<file path="src/rtl/dilithium_sign_seq.sv">
// rtl/dilithium_sign_seq.sv - Dilithium signing-core operation sequencer
//
// Runs one sign operation on an external Dilithium core: pulses core reset
// and start, streams the key/message words from a source RAM into the core,
// then writes the signature words returned by the core into a result RAM.
//
// Ports:
//   clk, rst_n                   clock, asynchronous active-low reset
//   cmd_start, cmd_msg_len       operation request and message length (bytes)
//   busy, done, err              status: in progress / completion pulse / timeout
//   cycles, rejects              duration and core reject count of last operation
//   src_rd_en, src_addr          source RAM read (data returns one cycle later)
//   src_rdata
//   dst_wr_en, dst_addr          result RAM write
//   dst_wdata
//   core_rst, core_start         core control
//   core_mode
//   tx_valid, tx_ready, tx_data  word stream into the core
//   rx_valid, rx_ready, rx_data  word stream out of the core
//   core_rejects                 core reject counter
`timescale 1ns/1ps
module dilithium_sign_seq #(
  parameter int W          = 64,
  parameter int SEED_WORDS = 4,
  parameter int S1_WORDS   = 70,
  parameter int S2_WORDS   = 70,
  parameter int T0_WORDS   = 208,
  parameter int Z_WORDS    = 400,
  parameter int H_WORDS    = 11,
  parameter int AW         = 12,
  parameter int TIMEOUT    = 65535
) (
  input  logic          clk,
  input  logic          rst_n,
  input  logic          cmd_start,
  input  logic [31:0]   cmd_msg_len,
  output logic          busy,
  output logic          done,
  output logic          err,
  output logic [31:0]   cycles,
  output logic [7:0]    rejects,
  output logic          src_rd_en,
  output logic [AW-1:0] src_addr,
  input  logic [W-1:0]  src_rdata,
  output logic          dst_wr_en,
  output logic [AW-1:0] dst_addr,
  output logic [W-1:0]  dst_wdata,
  output logic          core_rst,
  output logic          core_start,
  output logic [1:0]    core_mode,
  output logic          tx_valid,
  input  logic          tx_ready,
  output logic [W-1:0]  tx_data,
  input  logic          rx_valid,
  output logic          rx_ready,
  input  logic [W-1:0]  rx_data,
  input  logic [7:0]    core_rejects
);

  localparam logic [1:0] SIGN_MODE = 2'b01;
  localparam int UNLOAD_WORDS = Z_WORDS + H_WORDS + SEED_WORDS;
  localparam int MSG_BASE     = 3 * SEED_WORDS + S1_WORDS + S2_WORDS + T0_WORDS;
  localparam int RXW          = $clog2(UNLOAD_WORDS + 1);
  localparam int WDW          = (TIMEOUT > 1) ? $clog2(TIMEOUT) : 1;

  typedef enum logic [2:0] {IDLE, CRST, START, LOAD, UNLOAD, FIN} state_t;

  // Load fields in transfer order; F_END marks that every read has been issued.
  typedef enum logic [3:0] {
    F_RHO, F_MLEN, F_TR, F_MSG, F_K, F_S1, F_S2, F_T0, F_END
  } field_t;

  state_t         state, state_next;
  field_t         fld;
  logic [1:0]     crst_cnt;
  logic [31:0]    msg_len;
  logic [31:0]    msg_words;
  logic [31:0]    widx;
  logic [31:0]    fld_len;
  logic [31:0]    fld_base;
  logic           inflight;
  logic           inflight_mlen;
  logic [W-1:0]   fifo_mem [2];
  logic           fifo_rd;
  logic           fifo_wr;
  logic [1:0]     fifo_cnt;
  logic [1:0]     occ;
  logic [RXW-1:0] rx_idx;
  logic [WDW-1:0] wd_cnt;
  logic [31:0]    cyc_cnt;
  logic [31:0]    cyc_inc;
  logic           in_xfer;
  logic           accept;
  logic           issue;
  logic           tx_fire;
  logic           rx_fire;
  logic           rx_last;
  logic           load_done;
  logic           wd_expire;

  // Message words = max(1, ceil(8*len/W)); computed once per command.
  function automatic logic [31:0] msg_word_count(input logic [31:0] len);
    logic [34:0] bits;
    logic [34:0] words;
    bits  = {len, 3'b000};
    words = (bits + 35'(W - 1)) / 35'(W);
    if (words == 35'd0) words = 35'd1;
    return 32'(words);
  endfunction

  always_comb begin
    fld_len  = 32'd1;
    fld_base = 32'd0;
    case (fld)
      F_RHO:  begin fld_len = 32'(SEED_WORDS); fld_base = 32'd0; end
      F_MLEN: begin fld_len = 32'd1;           fld_base = 32'd0; end
      F_TR:   begin fld_len = 32'(SEED_WORDS); fld_base = 32'(SEED_WORDS); end
      F_MSG:  begin fld_len = msg_words;       fld_base = 32'(MSG_BASE); end
      F_K:    begin fld_len = 32'(SEED_WORDS); fld_base = 32'(2 * SEED_WORDS); end
      F_S1:   begin fld_len = 32'(S1_WORDS);   fld_base = 32'(3 * SEED_WORDS); end
      F_S2:   begin fld_len = 32'(S2_WORDS);   fld_base = 32'(3 * SEED_WORDS + S1_WORDS); end
      F_T0:   begin fld_len = 32'(T0_WORDS);   fld_base = 32'(3 * SEED_WORDS + S1_WORDS + S2_WORDS); end
      default: ;
    endcase
  end

  assign in_xfer   = (state == LOAD) || (state == UNLOAD);
  assign accept    = (state == IDLE) && cmd_start;
  assign tx_valid  = (state == LOAD) && (fifo_cnt != 2'd0);
  assign tx_data   = tx_valid ? fifo_mem[fifo_rd] : '0;
  assign tx_fire   = tx_valid && tx_ready;
  assign rx_ready  = (state == UNLOAD);
  assign rx_fire   = rx_valid && rx_ready;
  assign rx_last   = rx_fire && (rx_idx == RXW'(UNLOAD_WORDS - 1));
  assign wd_expire = in_xfer && !tx_fire && !rx_fire && (wd_cnt == WDW'(TIMEOUT - 1));

  // Occupancy counts the read still in flight. A word leaving this cycle
  // frees its slot immediately, which keeps one word per cycle flowing.
  assign occ       = fifo_cnt + {1'b0, inflight};
  assign issue     = (state == LOAD) && (fld != F_END) && !wd_expire &&
                     ((occ < 2'd2) || tx_fire);
  assign load_done = (fld == F_END) && (fifo_cnt == 2'd0) && !inflight;

  // The length word is produced locally but still occupies an issue slot so
  // that it lands in the FIFO in order with the RAM words around it.
  assign src_rd_en = issue && (fld != F_MLEN);
  assign src_addr  = src_rd_en ? AW'(fld_base + widx) : '0;

  assign dst_wr_en = rx_fire;
  assign dst_addr  = rx_fire ? AW'(rx_idx) : '0;
  assign dst_wdata = rx_fire ? rx_data : '0;

  assign busy       = (state != IDLE);
  assign done       = (state == FIN);
  assign core_rst   = (state == CRST);
  assign core_start = (state == START);
  assign core_mode  = SIGN_MODE;

  assign cyc_inc = (cyc_cnt == 32'hFFFF_FFFF) ? cyc_cnt : cyc_cnt + 32'd1;

  always_ff @(posedge clk or negedge rst_n) begin
    if (!rst_n) state <= IDLE;
    else        state <= state_next;
  end

  always_comb begin
    state_next = state;
    case (state)
      IDLE:   if (cmd_start) state_next = CRST;
      CRST:   if (crst_cnt == 2'd3) state_next = START;
      START:  state_next = LOAD;
      LOAD: begin
        if (wd_expire)      state_next = IDLE;
        else if (load_done) state_next = UNLOAD;
      end
      UNLOAD: begin
        if (wd_expire)    state_next = IDLE;
        else if (rx_last) state_next = FIN;
      end
      FIN:    state_next = IDLE;
      default: state_next = IDLE;
    endcase
  end

  always_ff @(posedge clk or negedge rst_n) begin
    if (!rst_n) begin
      fld           <= F_RHO;
      crst_cnt      <= 2'd0;
      msg_len       <= 32'd0;
      msg_words     <= 32'd1;
      widx          <= 32'd0;
      inflight      <= 1'b0;
      inflight_mlen <= 1'b0;
      fifo_mem[0]   <= '0;
      fifo_mem[1]   <= '0;
      fifo_rd       <= 1'b0;
      fifo_wr       <= 1'b0;
      fifo_cnt      <= 2'd0;
      rx_idx        <= '0;
      wd_cnt        <= '0;
      cyc_cnt       <= 32'd0;
      cycles        <= 32'd0;
      rejects       <= 8'd0;
      err           <= 1'b0;
    end else begin
      crst_cnt <= (state == CRST) ? crst_cnt + 2'd1 : 2'd0;

      if (accept) begin
        msg_len   <= cmd_msg_len;
        msg_words <= msg_word_count(cmd_msg_len);
        fld       <= F_RHO;
        widx      <= 32'd0;
        rx_idx    <= '0;
        err       <= 1'b0;
      end

      if (wd_expire) begin
        err      <= 1'b1;
        inflight <= 1'b0;
        fifo_rd  <= 1'b0;
        fifo_wr  <= 1'b0;
        fifo_cnt <= 2'd0;
      end else begin
        inflight      <= issue;
        inflight_mlen <= issue && (fld == F_MLEN);
        if (issue) begin
          if (widx == fld_len - 32'd1) begin
            fld  <= field_t'(fld + 4'd1);
            widx <= 32'd0;
          end else begin
            widx <= widx + 32'd1;
          end
        end
        if (inflight) begin
          fifo_mem[fifo_wr] <= inflight_mlen ? W'(msg_len) : src_rdata;
          fifo_wr           <= ~fifo_wr;
        end
        if (tx_fire) fifo_rd <= ~fifo_rd;
        fifo_cnt <= fifo_cnt + {1'b0, inflight} - {1'b0, tx_fire};
      end

      if (rx_fire) rx_idx <= rx_idx + RXW'(1);

      if ((state == START) || tx_fire || rx_fire || wd_expire) wd_cnt <= '0;
      else if (in_xfer)                                        wd_cnt <= wd_cnt + WDW'(1);

      // The start cycle counts as the first cycle of the operation.
      if (state == START)  cyc_cnt <= 32'd1;
      else if (in_xfer)    cyc_cnt <= cyc_inc;

      if (rx_last) begin
        cycles  <= cyc_inc;
        rejects <= core_rejects;
      end
    end
  end

endmodule
</file>
<file path="config.mk">
export PLATFORM = sky130hd
export DESIGN_NAME = dilithium_sign_seq
export DESIGN_NICKNAME = d
export VERILOG_FILES = /design/src/rtl/dilithium_sign_seq.sv
export SDC_FILE = /design/constraint.sdc
export NUM_CORES = 1
export LEC_CHECK = 0
export CAP_MARGIN = 20
export CORE_UTILIZATION = 57
export CTS_CLUSTER_SIZE = 30
export DETAILED_ROUTE_END_ITERATION = 12
export GPL_TIMING_DRIVEN = 1
export PLACE_DENSITY = 0.83
export SYNTH_ARGS = -nofsm -noshare
export SYNTH_HDL_FRONTEND = slang
export SYNTH_SLANG_ARGS = --single-unit
</file>
<file path="constraint.sdc">
create_clock -name clk -period 6.7 [get_ports clk]
set_input_delay 1.34 -clock clk [delete_from_list [all_inputs] [get_ports clk]]
set_output_delay 1.34 -clock clk [all_outputs]
set_load 0.01 [all_outputs]
</file>
==> impl_metrics.toml, run 1 <==
[yosys]
synth_seq_cells = 334
synth_cells = 2216
async_flop_share = 1.00
synth_area_leaders = "dfrtp_1, nand2_1, o21ai_0"
avgSynthCellArea_um2 = 8.53
synth_edf_count = 0
yosys.area_share.simple = 0.246
synth_top_family_by_area = "simple AND/OR/NAND/NOR gates"
ys_types = 82
syn_area_mm2 = 0.0189
yosys.area_share.xor_xnor = 0.0644
synth_top_area_cell = "dfrtp_1"
synth-compound-area-share = 0.129
synth_fa_ha_area_frac = 0.0156
synthMuxAreaShare = 0.0595
ys_seq_area_frac = 0.442
yosys_warnings = 0
synthDominantCellAreaShare = 0.441
synthFlopType = "dfrtp_1"

[clock_tree]
clk_pin_slew_ps = 60
cts_made_buffers = 36
cts_hold_buf = 0
h-tree-depth = 2
tritoncts = "built"
cts_num_sinks = 334
cts_resized = 0
cts_root_buffer = "clkbuf_16"
clk_latency_ps = 530
clk_path_buf_depth = 3
post_cts.repair.setup_buffers = 0

[worst_setup_path]
cp-start-kind = "register"
critPathKind = "reg -> out"
crit_path_end = "src_addr[7]"
cp.arrival_ps = 4320
rrSetupSlack_ps = 1330
max_stage_delay_ps = 560
r2r_cells = 15
worstPathRequired_ps = 5360
worstPathCellList = "nor2_1 > nand2_1 > inv_1 > buf_4 > nand2_1 > nand4b_1 > nand2_1 > inv_1 > nand2_1 > nor3_1 > clkdlybuf4s50_1"
cp-startpoint = "state[0]$_DFFE_PN0P_"
rr_startpoint = "fld[0]$_DFF_PN0_"
timing.rr.end = "widx[22]$_DFF_PN0_"
setup.worst_path.end_class = "primary output"
worstPathMaxFanout = 76
crit_top_cell = "nand2_1"
slowest_stage = "clkdlybuf4s50_1"

[power]
power_density_mw_per_mm2 = 307
p_leak_uw = 0.0105
ir_drop_uv = 192

[sta]
maxSlewViolCount = 0
worst_clock_skew_ps = 13.5
max_freq_mhz = 177
post-route-period-util = 0.845
setup_viol = 0
finalSetupTns_ps = 0
worst_pin_slew_ps = 924
hold_viol = 0
rsz0062_at_grt = "false"
period_needed_ps = 5660
slew_headroom = 0.384
holdWs_ps = 438

[routing]
routed_via_density = 5.79
dr.pass1.iters = 5
drc = 0
antenna_left = 0
wl_per_cell_um = 18.8
drt_iter0_drc = 1408
vias = 17200
drt_wl_total_mm = 55.7

[placed_design]
place.gp.congestion = 0.934
dp_hpwl_mm = 39.2
dp.cells = 2894
dpl_cell_area_mm2 = 0.0227
numPortBuffers = 370

[cells_and_area]
fill_cells = 2408
fin_cells = 2961
post-route-cell-area_mm2 = 0.0240
fin_nets = 2686
area_delta_synth_final_pct = 26.9
fin_util = 0.737
drive_gt1_frac = 0.0449

[job]
drv_cap = 0

[floorplan]
io_pins = 376
placementRows = 66
die_h_um = 184
core_area_mm2 = 0.0325
die_x_um = 184
die_area_mm2 = 0.0339
start_util = 0.581

[worst_hold_path]
hold_depth = 1
hp-class = "reg -> reg"

[global_route]
grt_usage = 0.331
grt_overflow_total = 0
antenna_found_initial = 3
grt_start_max_net_pins = 135
grt_pass1_wl_mm = 89.6
grt_pass1_vias = 16500

[outcome]
status = "complete, no violations"
-- cells in the final DEF, fill, tap and decap left out, types with 33 or more instances in the layout --
cell type,instances
xor2_1,63
clkbuf_16,38
clkdlybuf4s50_1,369
nand3_1,50
nor2_1,246
inv_1,46
nand2_1,361
nor3_1,36
mux2i_1,101
a21oi_1,79
and3_1,100
xnor2_1,76
o21ai_0,240
dfrtp_1,331
nand4_1,33
nand2b_1,36
-- worst max-delay path: cells and delay by family (launching register included) --
kind	cells	cell delay (ps)
buffers and inverters	4	1470
flip-flops	1	460
AND/OR/NAND/NOR	7	1850
-- final cells by class --
class / instances / area, um2 / share of cell area
timing repair buffer: 390 / 3870 / 0.161
tap: 442 / 553 / 0.0231
sequential: 334 / 8360 / 0.349
clock inverter: 9 / 113 / 0.00470
antenna: 3 / 7.51 / 0.000313
inverter: 47 / 176 / 0.00736
multi-input combinational: 1681 / 9770 / 0.408
clock buffer: 55 / 1110 / 0.0465
-- cells in the mapped netlist (9+ instances only) --
cell type    n
nand2_1    362
dfrtp_1    333
nor2_1     247
o21ai_0    240
clkbuf_1   122
and3_1     101
mux2i_1    101
a21oi_1     79
xnor2_1     76
xor2_1      63
nand3_1     51
inv_1       46
nand2b_1    36
nor3_1      36
nand4_1     33
ha_1        22
buf_1       19
nor4_1      18
nor2b_1     13
o31ai_1     13
a31oi_1     11
or3_1       11
and2_1      10
and4_1      10
mux2_2      10
a211oi_1     9
a22o_1       9
-- kinds of logic (layout without fill, tap and decap cells) --
group,after synthesis,in the layout
compound gates,425,425
xor+xnor,139,139
fa+ha+maj,23,23
buf+inv,204,501
flops,334,334
mux,111,111
other cells,2,8
simple gates,978,978
-- power breakdown --
| part | internal (uW) | switching [uW] | leakage, uW | total [uW] |
|---|---|---|---|---|
| Clock | 1230 | 821 | 0.000604 | 2050 |
| Sequential | 2550 | 540 | 0.00440 | 3090 |
| Combinational | 939 | 1280 | 0.00551 | 2220 |
| Total | 4720 | 2640 | 0.0105 | 7360 |
-- per-stage QoR --
step           setup WS, ps  total power [uW]
2_1_floorplan          2190              4460
3_3_place_gp           1210              5180
3_5_place_dp           1150              5300
4_1_cts                1020              7370
5_1_grt                 556              7800
6_report               1040              7360
-- routing by layer --
metal | share of wire | GRT usage | vias to the layer above
li1 | - | - | 8162
met1 | 0.44 | 0.471 | 8276
met2 | 0.45 | 0.517 | 635
met3 | 0.088 | 0.0737 | 76
met4 | 0.019 | 0.0727 | 2
met5 | 0.00016 | 0 | -
-- flip-flops by register name (all words and copies together) (netlist names), 3 cells and up --
signal,flops
fld,4
cycles,32
rx_idx,9
msg_len,32
state,3
fifo_mem,128
widx,32
cyc_cnt,32
msg_words,29
rejects,8
wd_cnt,16
-- worst min path at each step --
| stage | start | end | slack, ps |
|---|---|---|---|
| after global routing | crst_cnt[0]$_DFF_PN0_ | crst_cnt[0]$_DFF_PN0_ | 450 |
| after CTS | crst_cnt[0]$_DFF_PN0_ | crst_cnt[0]$_DFF_PN0_ | 440 |
| after floorplan | crst_cnt[0]$_DFF_PN0_ | crst_cnt[0]$_DFF_PN0_ | 410 |
| final | crst_cnt[0]$_DFF_PN0_ | crst_cnt[0]$_DFF_PN0_ | 440 |
| after detailed placement | crst_cnt[0]$_DFF_PN0_ | crst_cnt[0]$_DFF_PN0_ | 430 |
| after global placement | crst_cnt[0]$_DFF_PN0_ | crst_cnt[0]$_DFF_PN0_ | 420 |
Note: power is estimated with default switching activity, not from simulation.
==> run 2, diff against run 1 <==
--- a/config.mk
+++ b/config.mk
@@ -6,11 +6,11 @@
 export NUM_CORES = 1
 export LEC_CHECK = 0
 export CAP_MARGIN = 20
-export CORE_UTILIZATION = 57
+export CORE_UTILIZATION = 48
 export CTS_CLUSTER_SIZE = 30
 export DETAILED_ROUTE_END_ITERATION = 12
 export GPL_TIMING_DRIVEN = 1
-export PLACE_DENSITY = 0.83
+export PLACE_DENSITY = 0.74
 export SYNTH_ARGS = -nofsm -noshare
 export SYNTH_HDL_FRONTEND = slang
 export SYNTH_SLANG_ARGS = --single-unit
==> constraint.sdc (replaced) <==
create_clock -name clk -period 4.65 [get_ports clk]
set_input_delay 0.93 -clock clk [delete_from_list [all_inputs] [get_ports clk]]
set_output_delay 0.93 -clock clk [all_outputs]
set_load 0.01 [all_outputs]
==> impl_metrics.toml, run 2 (same netlist as run 1, synthesis figures left out) <==
[outcome]
status = "complete, no violations"

[worst_setup_path]
worstPathMaxFanout = 6
max_stage_delay_ps = 420
worstPathRequired_ps = 3720
cp-start-kind = "register"
critPathBufInv = 3
critPathKind = "reg -> out"
worstPathCellList = "buf_4 > ha_4 > nand3_1 > inv_1 > ha_1 > fa_2 > a21o_1 > a21oi_2 > o21bai_1 > a21oi_2 > nor2b_1 > o21ai_1 > nand2b_1 > nand3_1 > xor2_1 > nor2_1 > clkdlybuf4s15_1"
crit_family = "adder cells"
cp.arrival_ps = 3490
setup.worst_path.end_class = "primary output"
rr_startpoint = "fld[0]$_DFF_PN0_"
cp-startpoint = "fld[1]$_DFF_PN0_"
slowest_stage = "dfrtp_1"

[placed_design]
dp_hpwl_mm = 41.8
numPortBuffers = 370
place.gp.congestion = 0.917

[clock_tree]
clk_pin_slew_ps = 60
cts_root_buffer = "clkbuf_16"
clk_latency_ps = 550
cts_made_buffers = 37
h-tree-depth = 2
tritoncts = "built"
cts_hold_buf = 0
cts_num_sinks = 334
clk_path_buf_depth = 3

[worst_hold_path]
hp-class = "in -> async"

[sta]
post-route-period-util = 0.951
worst_pin_slew_ps = 961
maxSlewViolCount = 0
period_needed_ps = 4420
slew_headroom = 0.359
max_freq_mhz = 226
holdWs_ps = 417
hold_viol = 0
worst_clock_skew_ps = 21.8
setup_viol = 0

[routing]
drt_wl_total_mm = 58.4
drc = 0
antenna_left = 0
wl_per_cell_um = 19.0
dr.pass1.iters = 5
routed_via_density = 5.60
vias = 17200
drt_iter0_drc = 1347

[global_route]
grt_pass1_wl_mm = 93.5
grt_usage = 0.290
grt_overflow_total = 0
antenna_found_initial = 5
grt_start_max_net_pins = 129
grt_pass1_vias = 16700

[cells_and_area]
final_common_cell = "clkdlybuf4s50_1"
layout_common_cells = "clkdlybuf4s50_1, nand2_1, dfrtp_1"
largest_reg_flops = 128
fin_nets = 2716
largest-register = "fifo_mem"
drive_gt1_frac = 0.0616
area_delta_synth_final_pct = 29.2

[floorplan]
die_x_um = 200
start_util = 0.488
io_pins = 376
placementRows = 72
die_h_um = 200
core_area_mm2 = 0.0387
die_area_mm2 = 0.0402

[job]
drv_cap = 0

[power]
p_leak_uw = 0.0107
power.total_uw = 10700
power_density_mw_per_mm2 = 440
ir_drop_uv = 302
## run 2: changes by cell type in the layout (fill, tap and decap cells not counted), moves of 4 or more
cell,delta
a21oi_1,-5
clkinv_2,+4
clkbuf_8,-4
buf_4,+23
buf_12,+4
a21oi_2,+5
clkdlybuf4s50_1,-4
ha_1,-4
## run 2: cell type report
class | count | area [um2]
fill | 3291 | 14300
multi-input combinational | 1681 | 9830
sequential | 334 | 8370
timing repair buffer | 419 | 4170
clock buffer | 52 | 1040
tap | 518 | 648
clock inverter | 16 | 186
inverter | 47 | 176
antenna | 2 | 5.00
## run 2: metrics by stage
stage | setup TNS [ps] | area [um2] | utilization | setup WS (ps) | cells
2_1_floorplan | 0 | 18900 | - | 550 | 2219
3_3_place_gp | 0 | 23100 | 0.596 | 386 | 2996
3_5_place_dp | 0 | 23100 | 0.596 | 269 | 2996
4_1_cts | -121 | 24300 | 0.628 | -121 | 3065
5_1_grt | -14.2 | 24400 | 0.630 | -7.60 | 3067
6_report | 0 | 24400 | 0.630 | 227 | 3069
## run 2: layer usage
layer,global-route usage,up-vias,wire length [um]
met5,0,-,57
met4,0.0791,8,1370
met3,0.0613,93,4470
met2,0.443,585,25800
met1,0.416,8293,26700
li1,-,8215,-
## run 2: timing repair
| item | 4_1_cts | 5_1_grt |
|---|---|---|
| pin swaps | 1 | 1 |
| setup buffers | 1 | 1 |
| resized for setup | 10 | 13 |
| endpoints found under the setup margin | 5 | 29 |
## run 2: path summary, 6_finish.rpt
| path | to | slack [ps] | cells past startpoint |
|---|---|---|---|
| worst max-delay path | src_addr[11] | 230 | 17 |
| worst min-delay path | fifo_mem[26]$_DFFE_PN0P_ | 420 | 1 |
| worst max register to register | widx[26]$_DFF_PN0_ | 330 | 17 |
| worst min register to register | crst_cnt[0]$_DFF_PN0_ | 440 | 1 |
| max in group asynchronous | widx[21]$_DFF_PN0_ | 3130 | 2 |
| min in group clk | crst_cnt[0]$_DFF_PN0_ | 440 | 1 |
## run 2: worst reg2reg max path, stage by stage (launching register included)
cell	delay, ps
dfrtp_2	440
buf_4	140
ha_2	220
o21ai_0	420
nand2_1	100
nand2_1	90
ha_1	230
o21ai_1	210
buf_4	200
or4_1	510
nor4bb_1	160
a211oi_1	220
nand4_1	130
nor4_1	340
nand4_1	230
o21ai_1	240
buf_6	250
nor2_1	80
## run 2: where the power goes
| group | internal (uW) | switching, uW |
|---|---|---|
| Combinational | 1410 | 1910 |
| Clock | 1750 | 1240 |
| Sequential | 3680 | 747 |
| Total | 6840 | 3900 |
==> run 3, diff against run 2 <==
--- a/config.mk
+++ b/config.mk
@@ -6,6 +6,7 @@
 export NUM_CORES = 1
 export LEC_CHECK = 0
 export CAP_MARGIN = 20
+export CORE_ASPECT_RATIO = 1.2
 export CORE_UTILIZATION = 48
 export CTS_CLUSTER_SIZE = 30
 export DETAILED_ROUTE_END_ITERATION = 12
==> impl_metrics.toml, run 3 (same netlist as run 1, synthesis figures left out) <==
[outcome]
status = "complete, no violations"

[worst_setup_path]
worstPathMaxFanout = 7
critPathKind = "reg -> out"
cp.arrival_ps = 3570
setup.worst_path.end_class = "primary output"
worstPathRequired_ps = 3720
cp-start-kind = "register"
rrSetupSlack_ps = 410

[clock_tree]
clk_pin_slew_ps = 60
clk_latency_ps = 530
cts_made_buffers = 36
cts_root_buffer = "clkbuf_16"
cts_num_sinks = 334
tritoncts = "built"
clk_path_buf_depth = 3
h-tree-depth = 2

[sta]
post-route-period-util = 0.967
setup_viol = 0
holdWs_ps = 356
worst_pin_slew_ps = 991
maxSlewViolCount = 0
max_freq_mhz = 222
period_needed_ps = 4500
hold_viol = 0
final.setup.worst_slack_ps = 154
slew_headroom = 0.338
worst_clock_skew_ps = 8.97

[cells_and_area]
area_delta_synth_final_pct = 28.9
fin_nets = 2708
largest_reg_flops = 128
largest-register = "fifo_mem"
final_common_cell = "clkdlybuf4s50_1"
n_antenna_cell = 0
layout_common_cells = "clkdlybuf4s50_1, nand2_1, dfrtp_1"
fin_cells = 3064
fin_util = 0.629
drive_gt1_frac = 0.0579

[power]
power.total_uw = 10700
power_density_mw_per_mm2 = 440
ir_drop_uv = 296
p_leak_uw = 0.0107

[routing]
drt_wl_total_mm = 56.0
routed_via_density = 5.55
wl_per_cell_um = 18.3
dr.pass1.iters = 5
drc = 0
vias = 17000
antenna_left = 0
drt_iter0_drc = 1185

[worst_hold_path]
hp-class = "in -> async"

[floorplan]
io_pins = 376
die_area_mm2 = 0.0402
core_area_mm2 = 0.0387
placementRows = 79
die_h_um = 219
die_x_um = 183
start_util = 0.488

[global_route]
antenna_found_initial = 1
grt_usage = 0.281
grt_pass1_wl_mm = 90.5
grt_start_max_net_pins = 110
grt_overflow_total = 0
grt_pass1_vias = 16700

[placed_design]
dp_hpwl_mm = 40.0
numPortBuffers = 370
place.gp.congestion = 0.910
dp.cells = 2998
place_ws_ps = 208

[job]
drv_cap = 0
==> run 3: cell count changes in the layout (fill, tap and decap cells not counted), moves of 2 or more <==
| cell | change |
|---|---|
| buf_4 | -7 |
| ha_4 | -2 |
| clkinvlp_4 | +4 |
| clkinv_2 | -4 |
| buf_12 | +2 |
| clkbuf_8 | -4 |
| diode_2 | -2 |
| bufinv_16 | +3 |
==> run 3: timing repair <==
item / CTS / global route
hold buffers: 0 / 0
endpoints found under the setup margin: 4 / 36
gates resized for setup: 12 / 11
setup buffers: 2 / 0
hold endpoints to repair: 0 / 0
pin swaps: 1 / 3
==> run 3: stage by stage <==
stage | setup TNS, ps | cell area [um2]
final | 0 | 24400
after global placement | 0 | 23100
after global routing | -33.1 | 24400
after CTS | 0 | 24300
after detailed placement | 0 | 23100
after floorplan | 0 | 18900
==> run 3: routing by layer <==
metal	part of all wire	vias to the layer above	global-route usage
met1	0.46	8222	0.395
met3	0.057	89	0.0428
met4	0.023	0	0.0833
met5	0	-	0
met2	0.46	509	0.447
li1	-	8187	-
==> run 3: layout make-up <==
type,count,area (um2)
Fill cell,3280,14400
Multi-Input combinational cell,1681,9820
Sequential cell,334,8370
Timing Repair Buffer,412,4110
Clock buffer,46,958
Tap cell,526,658
Clock inverter,18,272
Inverter,47,176
==> run 3: worst max-delay path, stage by stage (launching register included) <==
cell and delay, ps:
dfrtp_1 400, buf_4 150, ha_2 220, mux2i_1 160, nor2_1 90, buf_4 150
fa_2 360, a21o_1 180, a21oi_2 180, o21bai_1 110, a21oi_2 150, nor2b_1 70
o21ai_1 150, nand2b_1 100, nand3_1 110, xor2_1 170, nor2_1 50, clkdlybuf4s15_1 240
==> run 3: power breakdown <==
part / switching [uW] / total, uW / leakage [uW] / internal [uW]
logic: 1830 / 3240 / 0.00568 / 1400
registers: 791 / 4460 / 0.00440 / 3670
clock network: 1210 / 3020 / 0.000585 / 1810
==> run 3: final timing paths <==
path | from | end | cells past startpoint
min reg2reg | crst_cnt[0]$_DFF_PN0_ | crst_cnt[0]$_DFF_PN0_ | 1
max | fld[0]$_DFF_PN0_ | src_addr[11] | 17
max in group asynchronous | rst_n | msg_words[21]$_DFFE_PN0P_ | 2
min in group clk | crst_cnt[0]$_DFF_PN0_ | crst_cnt[0]$_DFF_PN0_ | 1
max reg2reg | fld[0]$_DFF_PN0_ | widx[25]$_DFF_PN0_ | 17
min | rst_n | fifo_mem[48]$_DFFE_PN0P_ | 1
==> variant, RTL diff (flow settings as in run 2) <==
Put one more register stage on the output `err`, cleared by the reset. The value now appears one clock later. The other outputs are not delayed to match.
--- a/src/rtl/dilithium_sign_seq.sv
+++ b/src/rtl/dilithium_sign_seq.sv
@@ -71,4 +71,6 @@
   } field_t;
 
+  logic err_s0;
+
   state_t         state, state_next;
   field_t         fld;
@@ -202,5 +204,5 @@
       cycles        <= 32'd0;
       rejects       <= 8'd0;
-      err           <= 1'b0;
+      err_s0        <= 1'b0;
     end else begin
       crst_cnt <= (state == CRST) ? crst_cnt + 2'd1 : 2'd0;
@@ -212,9 +214,9 @@
         widx      <= 32'd0;
         rx_idx    <= '0;
-        err       <= 1'b0;
+        err_s0    <= 1'b0;
       end
 
       if (wd_expire) begin
-        err      <= 1'b1;
+        err_s0   <= 1'b1;
         inflight <= 1'b0;
         fifo_rd  <= 1'b0;
@@ -256,3 +258,11 @@
   end
 
+  always_ff @(posedge clk or negedge rst_n) begin
+    if (!rst_n) begin
+      err <= '0;
+    end else begin
+      err <= err_s0;
+    end
+  end
+
 endmodule
Function: no difference found for any inputs over 4 cycles, from zero or initial values and one cycle with rst_n low; that may be too few to reach the edited logic, so the function may still have changed.
==> variant against run 2 <==
- combinational power up 15%
- cell area up 0.50%
- critical path type unchanged
- fmax fell by 1.7%
- critical endpoint is now src_addr[9]
- non-clock buffer count grew 1
- via count up 1.6%
- total power up 6.3%
- area after synthesis is 0.87% higher
- first-iteration DRC count decreased by 9.5%
- worst setup slack got worse by 0.074 ns
- sequential cell count is 1 higher
- clock power is 3% higher
- sequential share of layout area decreased by 0.069 points
- wire length decreased by 0.48%
==> variant: results (changes against run 2) <==
Setup path:
- The biggest fanout along the worst timing path is 9 (+3).
- The kind of cell adding the most delay to the critical path is compound AO/OA/AOI/OAI gates.
- The delay of the slowest cell on the worst path is 0.39 ns (-0.03 ns).

Clock tree:
- The number of hold buffers added after cts came to 0 (unchanged).
- The buffer depth of the longest clock path is 3 (unchanged).
- The TritonCTS buffer count is 38 (+2.7%).

Detailed routing:
- The detailed-routed wire length on met2 was 27.55 mm (+6.6%).
- The total met3 wirelength after detailed routing is 3.953 mm (-12%).
- The number of vias per cell after detailed routing was 5.691 (+1.6%).
- The wire length reported by the detailed router is 58.14 mm (-0.48%).
- The wire length per cell after detailed routing is 18.94 um (-0.52%).
- The wire length on met1 is 25.10 mm (-5.9%).
- The number of design-rule violations left by the first detailed-router iteration came to 1219 (-9.5%).

GRT:
- The wire length of the first global-routing pass is 92.60 mm (-1.0%).
- The global-route usage over all layers is 0.2846 (-0.005351).
- The initial antenna violation count is 8 (+3).
- The via count of the first global-routing pass is 16872 (+0.92%).

Place:
- The placed wire-length estimate after detailed placement is 41.48 mm (-0.80%).
- The weighted congestion reported at the end of routability-driven placement came to 0.8811 (-3.9%).
- The post-placement cell count came to 2995 (-0.033%).
- The total cell area at the placement stage is 23190 um2 (+0.46%).
- The worst-case setup slack after placement is 0.04737 ns (-0.2221 ns).

Synthesis:
- The sequential area share after synthesis was 0.4399 (-0.002492).
- The commonest cells after synthesis are 358 x sky130_fd_sc_hd__nand2_1, 334 x sky130_fd_sc_hd__dfrtp_1, 239 x sky130_fd_sc_hd__o21ai_0.
- By area the synthesized netlist is led by sky130_fd_sc_hd__dfrtp_1 44%, sky130_fd_sc_hd__nand2_1 7.1%, sky130_fd_sc_hd__o21ai_0 6.3%, sky130_fd_sc_hd__mux2i_1 5.5%, sky130_fd_sc_hd__nor2_1 4.5%.
- The post-synthesis average cell area came to 8.604 um2 (+0.91%).
- The number of different library cells in the post-synthesis netlist is 91 (+11%).

Pwr:
- The cell leakage power is 10.72 nW (-0.17%).
- The worst-case vdd ir drop was 278.2 uV (-8.0%).
- The switching fraction of total power is 0.3726 (+0.009796).

Cells and area:
- From synthesis to final layout, the design area changed by 28.78%.
- The number of flip-flops in the largest register is 128 (unchanged).
- The final-stage net count is 2715 (-0.037%).
- The number of fill cells is 3326 (+1.1%).

Outcome:
- The run finished with clean final reports.

STA:
- The clock tree skew after final layout is 0.02646 ns (+0.004643 ns).
- The relative slew slack is 0.3029 (-0.05627).

Worst hold path:
- The min-delay analysis places its worst path in the category flip-flop to flip-flop.
## variant: cell count changes in the layout (fill, tap and decap cells not counted), sizes merged, moves of 6 or more
cell | run 2 | this run
xnor2 | 76 | 87
xor2 | 63 | 52
a22o | 9 | 0
clkinv | 8 | 16
nor2b | 13 | 5
a211oi | 11 | 5
o31ai | 13 | 19
## variant: cells by family (layout without fill, tap and decap cells)
kind of cell,count (synthesis),in the layout,synth area share
buffers and inverters,207,536,0.04523
other,2,10,0.0003941
AO/OA/AOI/OAI,433,433,0.1335
adder cells (fa/ha/maj),23,23,0.01549
flip-flops,335,335,0.4399
AND/OR/NAND/NOR,960,960,0.2399
XOR/XNOR,139,139,0.06388
multiplexers,116,116,0.06165
## variant: final timing paths
check / start / end / slack [ns] / depth (start not counted)
min reg2reg: err_s0 / err / 0.38 / 0
max in group asynchronous: rst_n / widx[14] / 3.13 / 2
min: err_s0 / err / 0.38 / 0
max reg2reg: fld[0] / fld[2] / 0.32 / 14
max: fld[1] / src_addr[9] / 0.15 / 15
min in group asynchronous: rst_n / fifo_mem[102] / 0.42 / 1
## variant: metal layers
layer | track usage | up-vias
li1 | - | 8242
met1 | 0.3775 | 8544
met2 | 0.4627 | 577
met3 | 0.06349 | 101
met4 | 0.09010 | 6
met5 | 0 | -
## variant: cell type report
type	count	area share
Inverter	48	0.007341
Clock buffer	49	0.04328
Clock inverter	19	0.009431
Tap cell	518	0.02641
Multi-Input combinational cell	1676	0.4030
Timing Repair Buffer	420	0.1681
Antenna cell	5	0.0005098
Sequential cell	335	0.3419
## variant: worst reg2reg max path, cell delays in order, from the launching register on
cell and delay (ns):
sky130_fd_sc_hd__dfrtp_2 0.45, sky130_fd_sc_hd__inv_1 0.11, sky130_fd_sc_hd__ha_2 0.28, sky130_fd_sc_hd__a2111oi_0 0.10
sky130_fd_sc_hd__a311oi_1 0.37, sky130_fd_sc_hd__ha_1 0.24, sky130_fd_sc_hd__o221a_2 0.22, sky130_fd_sc_hd__and3_1 0.28
sky130_fd_sc_hd__a21oi_1 0.10, sky130_fd_sc_hd__a311o_1 0.31, sky130_fd_sc_hd__or4_1 0.49, sky130_fd_sc_hd__or4_4 0.64
sky130_fd_sc_hd__o31ai_4 0.22, sky130_fd_sc_hd__buf_4 0.27, sky130_fd_sc_hd__o21ai_0 0.11
## variant: power groups by stage
stage	clock network (mW)	registers, mW	logic, mW
2_1_floorplan	0	4.15	2.70
3_3_place_gp	0	4.52	3.68
3_5_place_dp	0	4.56	3.78
4_1_cts	3.14	4.52	3.81
5_1_grt	3.25	4.62	4.26
6_report	3.08	4.52	3.81
## variant: timing repair
action                     CTS  global route
setup endpoints to repair    5            35
gates resized for setup     13            10
pin swaps                    1             4
setup buffers                0             2
